### src/rtl/apb5_completer_if.sv
// APB5 bus bundle between a requester and one completer select line.
// The master modport drives the request side and the slave modport drives the response side.
interface apb5_completer_if #(
   parameter int ADDR_WIDTH      = 32,
   parameter int DATA_WIDTH      = 32,
   parameter int USER_REQ_WIDTH  = 8,
   parameter int USER_DATA_WIDTH = DATA_WIDTH / 2,
   parameter int USER_RESP_WIDTH = 16,
   parameter int STRB_WIDTH      = DATA_WIDTH / 8
) ();
   logic                       psel;
   logic                       penable;
   logic                       pwrite;
   logic [ADDR_WIDTH-1:0]      paddr;
   logic [DATA_WIDTH-1:0]      pwdata;
   logic [STRB_WIDTH-1:0]      pstrb;
   logic [2:0]                 pprot;
   logic [USER_REQ_WIDTH-1:0]  pauser;
   logic [USER_DATA_WIDTH-1:0] pwuser;
   logic                       pparity;
   logic                       pready;
   logic                       pslverr;
   logic                       pparerr;
   logic [DATA_WIDTH-1:0]      prdata;
   logic [USER_DATA_WIDTH-1:0] pruser;
   logic [USER_RESP_WIDTH-1:0] pbuser;

   modport master (
      output psel, penable, pwrite, paddr, pwdata, pstrb, pprot, pauser, pwuser, pparity,
      input  pready, pslverr, pparerr, prdata, pruser, pbuser
   );

   modport slave (
      input  psel, penable, pwrite, paddr, pwdata, pstrb, pprot, pauser, pwuser, pparity,
      output pready, pslverr, pparerr, prdata, pruser, pbuser
   );
endinterface

### src/rtl/apb5_completer.sv
// APB5 register-bank completer: decodes at the setup edge, waits WAIT_CYCLES, then
// answers for one cycle; writes commit only on an error-free completion edge.
module apb5_completer #(
   parameter int                    ADDR_WIDTH      = 32,
   parameter int                    DATA_WIDTH      = 32,
   parameter int                    USER_REQ_WIDTH  = 8,
   parameter int                    USER_DATA_WIDTH = DATA_WIDTH / 2,
   parameter int                    USER_RESP_WIDTH = 16,
   parameter int                    STRB_WIDTH      = DATA_WIDTH / 8,
   parameter int                    NUM_REGS        = 16,
   parameter int                    WAIT_CYCLES     = 0,
   parameter logic [DATA_WIDTH-1:0] ID_VALUE        = 'hA9B5_0001
) (
   input logic              i_pclk,
   input logic              i_presetn,
   apb5_completer_if.slave  io_apb
);
   localparam int         IW           = (NUM_REGS > 1) ? $clog2(NUM_REGS) : 1;
   localparam logic [10:0] LP_NREGS     = 11'(NUM_REGS);
   localparam logic [3:0]  LP_WAIT_INIT = 4'((WAIT_CYCLES > 0) ? WAIT_CYCLES - 1 : 0);

   typedef enum logic [1:0] {S_IDLE, S_WAIT, S_READY} state_t;

   state_t r_state;
   state_t w_state_next;

   logic                       w_setup, w_access, w_load, w_dec, w_commit;
   logic                       w_addr_err, w_par_err, w_idx_ok, w_rd_ok;
   logic [9:0]                 w_idx;
   logic [DATA_WIDTH-1:0]      w_rd_data;
   logic [USER_DATA_WIDTH-1:0] w_rd_user;
   logic [DATA_WIDTH-1:0]      w_reg_data [NUM_REGS];
   logic [USER_DATA_WIDTH-1:0] w_reg_user [NUM_REGS];

   logic [3:0]                 r_cnt;
   logic [9:0]                 r_idx;
   logic                       r_write, r_addr_err, r_par_err;
   logic [USER_REQ_WIDTH-1:0]  r_pauser;
   logic [DATA_WIDTH-1:0]      r_rdata;
   logic [USER_DATA_WIDTH-1:0] r_ruser;

   assign w_setup  = io_apb.psel & ~io_apb.penable;
   assign w_access = io_apb.psel & io_apb.penable;
   assign w_idx    = io_apb.paddr[11:2];
   assign w_idx_ok = ({1'b0, w_idx} < LP_NREGS);

   assign w_addr_err = (io_apb.paddr[1:0] != 2'b00) | ~w_idx_ok
                     | (io_apb.pwrite & (w_idx == 10'd0))
                     | (io_apb.pwrite & ~io_apb.pprot[0]);
   assign w_par_err  = (^{io_apb.paddr, io_apb.pwrite, io_apb.pstrb, io_apb.pprot,
                          io_apb.pwdata, io_apb.pauser, io_apb.pwuser}) != io_apb.pparity;

   assign w_rd_data = w_idx_ok ? w_reg_data[w_idx[IW-1:0]] : '0;
   assign w_rd_user = w_idx_ok ? w_reg_user[w_idx[IW-1:0]] : '0;
   assign w_rd_ok   = ~r_write & ~r_addr_err & ~r_par_err;

   // A setup cycle always wins: it restarts decode even mid-transfer, dropping the old one.
   always_comb begin
      w_state_next   = r_state;
      w_load         = 1'b0;
      w_dec          = 1'b0;
      w_commit       = 1'b0;
      io_apb.pready  = 1'b0;
      io_apb.pslverr = 1'b0;
      io_apb.pparerr = 1'b0;
      io_apb.prdata  = '0;
      io_apb.pruser  = '0;
      io_apb.pbuser  = '0;
      if (w_setup) begin
         w_load       = 1'b1;
         w_state_next = (WAIT_CYCLES == 0) ? S_READY : S_WAIT;
      end else begin
         case (r_state)
            S_WAIT: begin
               if (!io_apb.psel)       w_state_next = S_IDLE;
               else if (r_cnt == 4'd0) w_state_next = S_READY;
               else                    w_dec        = 1'b1;
            end
            S_READY: begin
               w_state_next = S_IDLE;
               w_commit     = w_access & r_write & ~r_addr_err & ~r_par_err;
            end
            default: ;
         endcase
      end
      if (r_state == S_READY) begin
         io_apb.pready  = 1'b1;
         io_apb.pslverr = r_addr_err | r_par_err;
         io_apb.pparerr = r_par_err;
         io_apb.prdata  = w_rd_ok ? r_rdata : '0;
         io_apb.pruser  = w_rd_ok ? r_ruser : '0;
         io_apb.pbuser[USER_REQ_WIDTH-1:0] = r_pauser;
         io_apb.pbuser[USER_REQ_WIDTH]     = r_par_err;
         io_apb.pbuser[USER_REQ_WIDTH+1]   = r_addr_err;
      end
   end

   always_ff @(posedge i_pclk) begin
      if (!i_presetn) r_state <= S_IDLE;
      else            r_state <= w_state_next;
   end

   always_ff @(posedge i_pclk) begin
      if (!i_presetn) begin
         r_cnt      <= '0;
         r_idx      <= '0;
         r_write    <= 1'b0;
         r_addr_err <= 1'b0;
         r_par_err  <= 1'b0;
         r_pauser   <= '0;
         r_rdata    <= '0;
         r_ruser    <= '0;
      end else if (w_load) begin
         r_cnt      <= LP_WAIT_INIT;
         r_idx      <= w_idx;
         r_write    <= io_apb.pwrite;
         r_addr_err <= w_addr_err;
         r_par_err  <= w_par_err;
         r_pauser   <= io_apb.pauser;
         r_rdata    <= w_rd_data;
         r_ruser    <= w_rd_user;
      end else if (w_dec) begin
         r_cnt      <= r_cnt - 4'd1;
      end
   end

   // Index 0 is the constant ID word; every other index is a byte-strobed register.
   for (genvar gi = 0; gi < NUM_REGS; gi++) begin : g_reg
      if (gi == 0) begin : g_id
         assign w_reg_data[gi] = ID_VALUE;
         assign w_reg_user[gi] = '0;
      end else begin : g_rw
         logic                       w_we;
         logic [DATA_WIDTH-1:0]      r_data;
         logic [USER_DATA_WIDTH-1:0] r_user;

         assign w_we = w_commit & (r_idx == 10'(gi));

         always_ff @(posedge i_pclk) begin
            if (!i_presetn) begin
               r_data <= '0;
               r_user <= '0;
            end else if (w_we) begin
               for (int b = 0; b < STRB_WIDTH; b++) begin
                  if (io_apb.pstrb[b]) r_data[8*b +: 8] <= io_apb.pwdata[8*b +: 8];
               end
               if (|io_apb.pstrb) r_user <= io_apb.pwuser;
            end
         end

         assign w_reg_data[gi] = r_data;
         assign w_reg_user[gi] = r_user;
      end
   end
endmodule

### src/flat_wrapper.sv
// flat-port wrapper written by rule: the top's interface ports become plain ports
module apb5_completer_flat 
#(
   parameter int                    ADDR_WIDTH      = 32,
   parameter int                    DATA_WIDTH      = 32,
   parameter int                    USER_REQ_WIDTH  = 8,
   parameter int                    USER_DATA_WIDTH = DATA_WIDTH / 2,
   parameter int                    USER_RESP_WIDTH = 16,
   parameter int                    STRB_WIDTH      = DATA_WIDTH / 8,
   parameter int                    NUM_REGS        = 16,
   parameter int                    WAIT_CYCLES     = 0,
   parameter logic [DATA_WIDTH-1:0] ID_VALUE        = 'hA9B5_0001
)
  (i_pclk, i_presetn, io_apb_psel, io_apb_penable, io_apb_pwrite, io_apb_paddr, io_apb_pwdata, io_apb_pstrb, io_apb_pprot, io_apb_pauser, io_apb_pwuser, io_apb_pparity, io_apb_pready, io_apb_pslverr, io_apb_pparerr, io_apb_prdata, io_apb_pruser, io_apb_pbuser);
  apb5_completer_if #(.ADDR_WIDTH(ADDR_WIDTH), .DATA_WIDTH(DATA_WIDTH), .USER_REQ_WIDTH(USER_REQ_WIDTH), .USER_DATA_WIDTH(USER_DATA_WIDTH), .USER_RESP_WIDTH(USER_RESP_WIDTH), .STRB_WIDTH(STRB_WIDTH)) io_apb_i ();
  input logic i_pclk;
  input logic i_presetn;
  input wire logic [$bits(io_apb_i.psel)-1:0] io_apb_psel;
  input wire logic [$bits(io_apb_i.penable)-1:0] io_apb_penable;
  input wire logic [$bits(io_apb_i.pwrite)-1:0] io_apb_pwrite;
  input wire logic [$bits(io_apb_i.paddr)-1:0] io_apb_paddr;
  input wire logic [$bits(io_apb_i.pwdata)-1:0] io_apb_pwdata;
  input wire logic [$bits(io_apb_i.pstrb)-1:0] io_apb_pstrb;
  input wire logic [$bits(io_apb_i.pprot)-1:0] io_apb_pprot;
  input wire logic [$bits(io_apb_i.pauser)-1:0] io_apb_pauser;
  input wire logic [$bits(io_apb_i.pwuser)-1:0] io_apb_pwuser;
  input wire logic [$bits(io_apb_i.pparity)-1:0] io_apb_pparity;
  output wire logic [$bits(io_apb_i.pready)-1:0] io_apb_pready;
  output wire logic [$bits(io_apb_i.pslverr)-1:0] io_apb_pslverr;
  output wire logic [$bits(io_apb_i.pparerr)-1:0] io_apb_pparerr;
  output wire logic [$bits(io_apb_i.prdata)-1:0] io_apb_prdata;
  output wire logic [$bits(io_apb_i.pruser)-1:0] io_apb_pruser;
  output wire logic [$bits(io_apb_i.pbuser)-1:0] io_apb_pbuser;
  assign io_apb_i.psel = io_apb_psel;
  assign io_apb_i.penable = io_apb_penable;
  assign io_apb_i.pwrite = io_apb_pwrite;
  assign io_apb_i.paddr = io_apb_paddr;
  assign io_apb_i.pwdata = io_apb_pwdata;
  assign io_apb_i.pstrb = io_apb_pstrb;
  assign io_apb_i.pprot = io_apb_pprot;
  assign io_apb_i.pauser = io_apb_pauser;
  assign io_apb_i.pwuser = io_apb_pwuser;
  assign io_apb_i.pparity = io_apb_pparity;
  assign io_apb_pready = io_apb_i.pready;
  assign io_apb_pslverr = io_apb_i.pslverr;
  assign io_apb_pparerr = io_apb_i.pparerr;
  assign io_apb_prdata = io_apb_i.prdata;
  assign io_apb_pruser = io_apb_i.pruser;
  assign io_apb_pbuser = io_apb_i.pbuser;
  apb5_completer #(.ADDR_WIDTH(ADDR_WIDTH), .DATA_WIDTH(DATA_WIDTH), .USER_REQ_WIDTH(USER_REQ_WIDTH), .USER_DATA_WIDTH(USER_DATA_WIDTH), .USER_RESP_WIDTH(USER_RESP_WIDTH), .STRB_WIDTH(STRB_WIDTH), .NUM_REGS(NUM_REGS), .WAIT_CYCLES(WAIT_CYCLES), .ID_VALUE(ID_VALUE)) u_core (.i_pclk(i_pclk), .i_presetn(i_presetn), .io_apb(io_apb_i));
endmodule
### config.mk
export PLATFORM = sky130hd
export DESIGN_NAME = apb5_completer_flat
export DESIGN_NICKNAME = d
export VERILOG_FILES = /design/src/rtl/apb5_completer_if.sv /design/src/rtl/apb5_completer.sv /design/src/flat_wrapper.sv
export SDC_FILE = /design/constraint.sdc
export NUM_CORES = 2
export LEC_CHECK = 0
export BUFFER_PORTS_ARGS = -buffer_cell sky130_fd_sc_hd__clkbuf_2
export CAP_MARGIN = 5
export CORE_MARGIN = 5
export CORE_UTILIZATION = 60
export CTS_BUF_LIST = sky130_fd_sc_hd__clkbuf_2
export DETAILED_ROUTE_END_ITERATION = 10
export PLACE_DENSITY_LB_ADDON = 0.08
export SYNTH_ARGS = -nofsm -noshare
export SYNTH_HDL_FRONTEND = slang
export SYNTH_SLANG_ARGS = --single-unit
### constraint.sdc
create_clock -name i_pclk -period 6.9 [get_ports i_pclk]
set_input_delay 0.69 -clock i_pclk [delete_from_list [all_inputs] [get_ports i_pclk]]
set_output_delay 0.69 -clock i_pclk [all_outputs]
set_load 0.005 [all_outputs]
After elaboration in Yosys (flattened, before gate mapping)
Index checks and enable logic that the tools add are counted.
{"block": "word_totals", "elab_cells": 257, "regBits": 795, "in_bits": 101}
{"block": "classes", "n_lt_le_gt_ge": 2, "eq_ne": 20, "bitwise": 36, "n_addsub": 1, "mux": 27, "reduce_logical": 86}
{"operator": "32-bit two-way mux", "n": 5}
{"operator": "2-bit AND reduction", "n": 77}
{"operator": "32-bit binary-select mux with 4-bit select", "n": 1}
{"operator": "96-bit XOR reduction", "n": 1}
{"operator": "10-bit by 4-bit equality test with 1-bit output, second input constant", "n": 8}
{"operator": "16-bit two-way mux", "n": 5}
{"operator": "16-bit binary-select mux with 4-bit select", "n": 1}
{"operator": "10-bit by 3-bit equality test with 1-bit output, second input constant", "n": 4}
{"operator": "1-bit bitwise AND", "n": 24}
{"operator": "10-bit by 2-bit equality test with 1-bit output, second input constant", "n": 2}
{"operator": "10-bit by 1-bit equality test with 1-bit output, second input constant", "n": 1}
{"operator": "10-bit zero test", "n": 1}
{"operator": "10-bit by 5-bit < comparator with 1-bit output, second input constant", "n": 1}
{"operator": "1-bit two-way mux", "n": 10}
{"operator": "10-bit two-way mux", "n": 1}
{"operator": "1-bit NOT", "n": 7}
{"operator": "2-bit two-way mux", "n": 3}
{"operator": "5-bit greater-or-equal comparator, second input constant", "n": 1}
{"operator": "4-bit NOT with 5-bit output", "n": 1}
{"operator": "4-bit zero test", "n": 1}
{"operator": "4-bit by 2-bit inequality test with 1-bit output, second input constant", "n": 1}
{"operator": "1-bit bitwise OR", "n": 4}
{"operator": "2-bit case mux with 2 select lines", "n": 1}
{"operator": "2-bit nonzero test", "n": 2}
{"operator": "other kinds (8)", "n": 9}

Logic depth before layout (Yosys ltp)
{"block": "depth", "depth_word": 8, "mapped_depth": 13, "mapped_depth_nobuf": 10}

Least setup slack after synthesis
OpenSTA, ideal clock, no wires.
{"block": "synth_path", "kind": "input port to flip-flop", "from": "in io_apb_paddr[2]", "to": "reg u_core.r_par_err", "arrival_time_ns": 2.933, "cell_stages": 13, "path_buffers": 3, "setup_slack_ns": 3.908, "cell_sequence": "clkbuf_1 inv_1 clkbuf_1 clkbuf_1 ha_1 xnor2_1 xnor2_1 xnor2_1 xnor2_1 xnor2_2 xnor3_1 o21ai_1 and2_1"}
{"block": "synth_between", "elab_chain_cells": 2}
{"item": "from (decl)", "line": "flat_wrapper.sv:21", "rtl": "input wire logic [$bits(io_apb_i.paddr)-1:0] io_apb_paddr;"}
{"item": "96-bit XOR reduction", "line": "apb5_completer.sv:50", "rtl": "assign w_par_err = (^{io_apb.paddr, io_apb.pwrite, io_apb.pstrb, io_apb.pprot,"}
{"item": "1-bit inequality test", "line": "apb5_completer.sv:51", "rtl": "io_apb.pwdata, io_apb.pauser, io_apb.pwuser}) != io_apb.pparity;"}
{"item": "to (signal assigned)", "line": "apb5_completer.sv:118", "rtl": "r_par_err <= w_par_err;"}
{"item": "to (decl)", "line": "apb5_completer.sv:37", "rtl": "logic r_write, r_addr_err, r_par_err;"}
Every way passes these cells.
A chain may end at the register's enable or synchronous reset.

Worst setup path in the final report
{"block": "layout_path", "from": "reg u_core.r_state[1]", "to": "out io_apb_prdata[7]"}
{"block": "layout_between", "elab_chain_cells": 2}
{"item": "from (decl)", "line": "apb5_completer.sv:24", "rtl": "state_t r_state;"}
{"item": "from (signal assigned)", "line": "apb5_completer.sv:100", "rtl": "else r_state <= w_state_next;"}
{"item": "2-bit equality test", "line": "apb5_completer.sv:86", "rtl": "if (r_state == S_READY) begin"}
{"item": "32-bit two-way mux", "line": "apb5_completer.sv:86"}
{"item": "to (decl)", "line": "flat_wrapper.sv:31", "rtl": "output wire logic [$bits(io_apb_i.prdata)-1:0] io_apb_prdata;"}
Every way passes these cells.

==> out/metrics.cfg <==
[synthesis]
syn_area_per_cell_sq_um = 8.62
synth_simple_gate_area_share_pct = 19.2
synthMuxAreaShare_pct = 9.86
yosysMostFrequentCell = nand2_1
async_flop_share_pct = 0
netlist_instances = 4351
ys_warn_count = 0
synth_edf_count = 0
synth_top_area_share_pct = 42.2
ys_seq_area_share_pct = 42.2
synth_top_family_by_area = compound AO/OA/AOI/OAI gates
synth.distinct_cells = 49
ys.flop_type = dfxtp_1
synthTopCellsByCount = 1363 x nand2_1, 790 x dfxtp_1, 498 x a21boi_1
synth_xor_xnor_area_share_pct = 2.19
synthTopCellsByArea = dfxtp_1 42%, nand2_1 14%, a21boi_1 10%, mux4_2 8.0%, a21boi_0 4.8%
synthesis.area_sq_um = 37500
synth_compound_area_share_pct = 21.4
synth_fa_ha_area_share_pct = 0.300
synth.largest_area_cell = dfxtp_1
ys_ff_latch = 790

[drt]
routed_wl_um = 116000
drc = 0
first_pass_iters = 7
dr.first_iter.drc_count = 3841
wl_per_cell_um = 21.4
avgViaCountPerCell = 5.99
num_vias = 32545
antenna_left = 0

[die]
die_h_um = 260
rows = 91
io_pins = 168
dieWidth_um = 260
dieArea_sq_um = 67600
coreArea_sq_um = 61800
start_util_pct = 60.7

[worst_setup_path]
rr_startpoint = u_core.r_idx[5]
worstPathMaxFanout = 31
cp.arrival_ns = 3.69
r2r_slack_ns = 3.75
crit_start = u_core.r_state[1]
crit_required_ns = 6.21
critPathKind = register to output pin
cp-end-kind = output pin
cp-start-kind = register

[placed_design]
dpl_cell_area_sq_um = 37900
dp_hpwl_um = 68400
port_buffers = 161
gp_congestion = 0.876

[clocking]
cts_htree_levels = 4
numCtsBuffers = 200
cts_tree = built
cts.clk_slew.worst_paths_ns = 0.10
postCtsResizedCells = 0
clock_path_buffers = 3
clock_latency_ns = 1.43
cts_root_buf = clkbuf_2
clkSinkCount = 790

[worst_hold_path]
hp-class = input port to register
worstHoldStart = io_apb_pstrb[3]

[sta]
relSlewSlack_pct = 15.4
max_freq_mhz = 228
rsz0062_at_grt = no
hold_viol_final = 0
finClkSkew_ns = 0.0606
setup_violations = 0
drv_slew = 0
tns_ns = 0
fin_crit_sh_pct = 63.5
tightest_slew_ns = 1.27
finalCriticalPeriod_ns = 4.38

[layout]
multi_input_area_sq_um = 19900
utilization_pct = 66.2
regArea_sq_um = 15800
fill_cells = 5229
finalNetCount = 4571
area_delta_synth_final_pct = 9.08
drive_gt1_share_pct = 15.5
postLayoutCellArea_sq_um = 40900

[power_and_ir_drop]
leakagePower_uw = 0.0142
report.power.total_uw = 8750
power_density_nw_per_um2 = 214
vdd_drop_max_uv = 137

[global_route]
grt_use_total_pct = 33.4
antenna_found_initial = 1
grt_pass1_wl_um = 179000
gr-total-overflow = 0
grt_pass1_vias = 30909
grt_max_degree = 298

[outcome]
run_status = finished, final reports clean

[run]
max_cap_viol_count = 0

state kept, by name, summed over array words and instances (netlist names):
signal,count
u_core.r_rdata,32
u_core.r_idx,10
u_core.r_write,1
u_core.r_ruser,16
u_core.r_par_err,1
u_core.r_state,1
u_core.r_addr_err,1
u_core.g.g_rw.r_data,480
u_core.g.g_rw.r_user,240
u_core.r_pauser,8
where the power goes:
part | internal [uW] | switching [uW] | leakage, uW
Sequential | 4570 | 8.92 | 0.00636
Combinational | 348 | 480 | 0.00647
Clock | 1420 | 1930 | 0.00140
worst paths after layout:
path | endpoint | cells after the start
worst max-delay path | io_apb_prdata[7] | 5
worst min-delay path | u_core.g_reg[1].g_rw.r_data[31] | 4
worst max register to register | u_core.g_reg[6].g_rw.r_user[14] | 7
worst min register to register | u_core.g_reg[6].g_rw.r_user[6] | 2
layout by cell type (no fill, tap or decap), types with 34 or more instances in the layout:
cell type,instances
and2_1,65
mux2i_1,68
nor2b_1,50
nand2_1,1361
nand3_1,34
dlygate4sd3_1,113
a31oi_1,38
a21oi_1,78
xnor2_1,76
clkbuf_2,452
nor3_1,37
dfxtp_1,790
mux4_2,134
o21ai_0,265
a32oi_1,38
a21boi_1,498
a21boi_0,241
logic make-up after synthesis:
kind of cell             count (synthesis)
buffers and inverters                  412
AND/OR/NAND/NOR                       1658
multiplexers                           202
adder cells (fa/ha/maj)                  9
flip-flops                             790
XOR/XNOR                                89
other                                    1
AO/OA/AOI/OAI                         1190
through the flow:
stage,worst slack [ns],hold slack [ns],instances
after floorplan,3.91,0.428,4356
after global placement,2.67,0.434,4983
after detailed placement,2.68,0.441,4983
after CTS,2.45,0.0166,5433
after global routing,2.33,0.114,5434
final,2.52,0.162,5434
repair_timing:
| action | in CTS | in global routing |
|---|---|---|
| endpoints found under the hold margin | 764 | 0 |
| hold buffers | 113 | 0 |
| setup buffers | 0 | 0 |
area by class of cell:
| type | count | share of cell area (%) |
|---|---|---|
| Antenna cell | 1 | 0.00611 |
| Inverter | 14 | 0.131 |
| Clock inverter | 42 | 0.917 |
| Tap cell | 837 | 2.56 |
| Multi-Input combinational cell | 3154 | 48.7 |
| Clock buffer | 295 | 3.61 |
| Sequential cell | 790 | 38.6 |
| Timing Repair Buffer | 301 | 5.44 |
routing by layer:
metal / GRT usage [%] / share of wire [%] / vias to the layer above
met3: 8.63 / 11 / 200
met5: 0 / 0 / -
met4: 10.4 / 2.6 / 0
li1: - / - / 15041
met1: 48.2 / 43 / 15682
met2: 49.6 / 44 / 1622
critical path, cell delays in order (launching register included):
cell and delay (ns):
dfxtp_1 0.62, nand2_1 0.28, nor2_4 0.45, buf_4 0.48, and2_1 0.29, clkbuf_2 0.15
(Power assumes the default switching activity.)
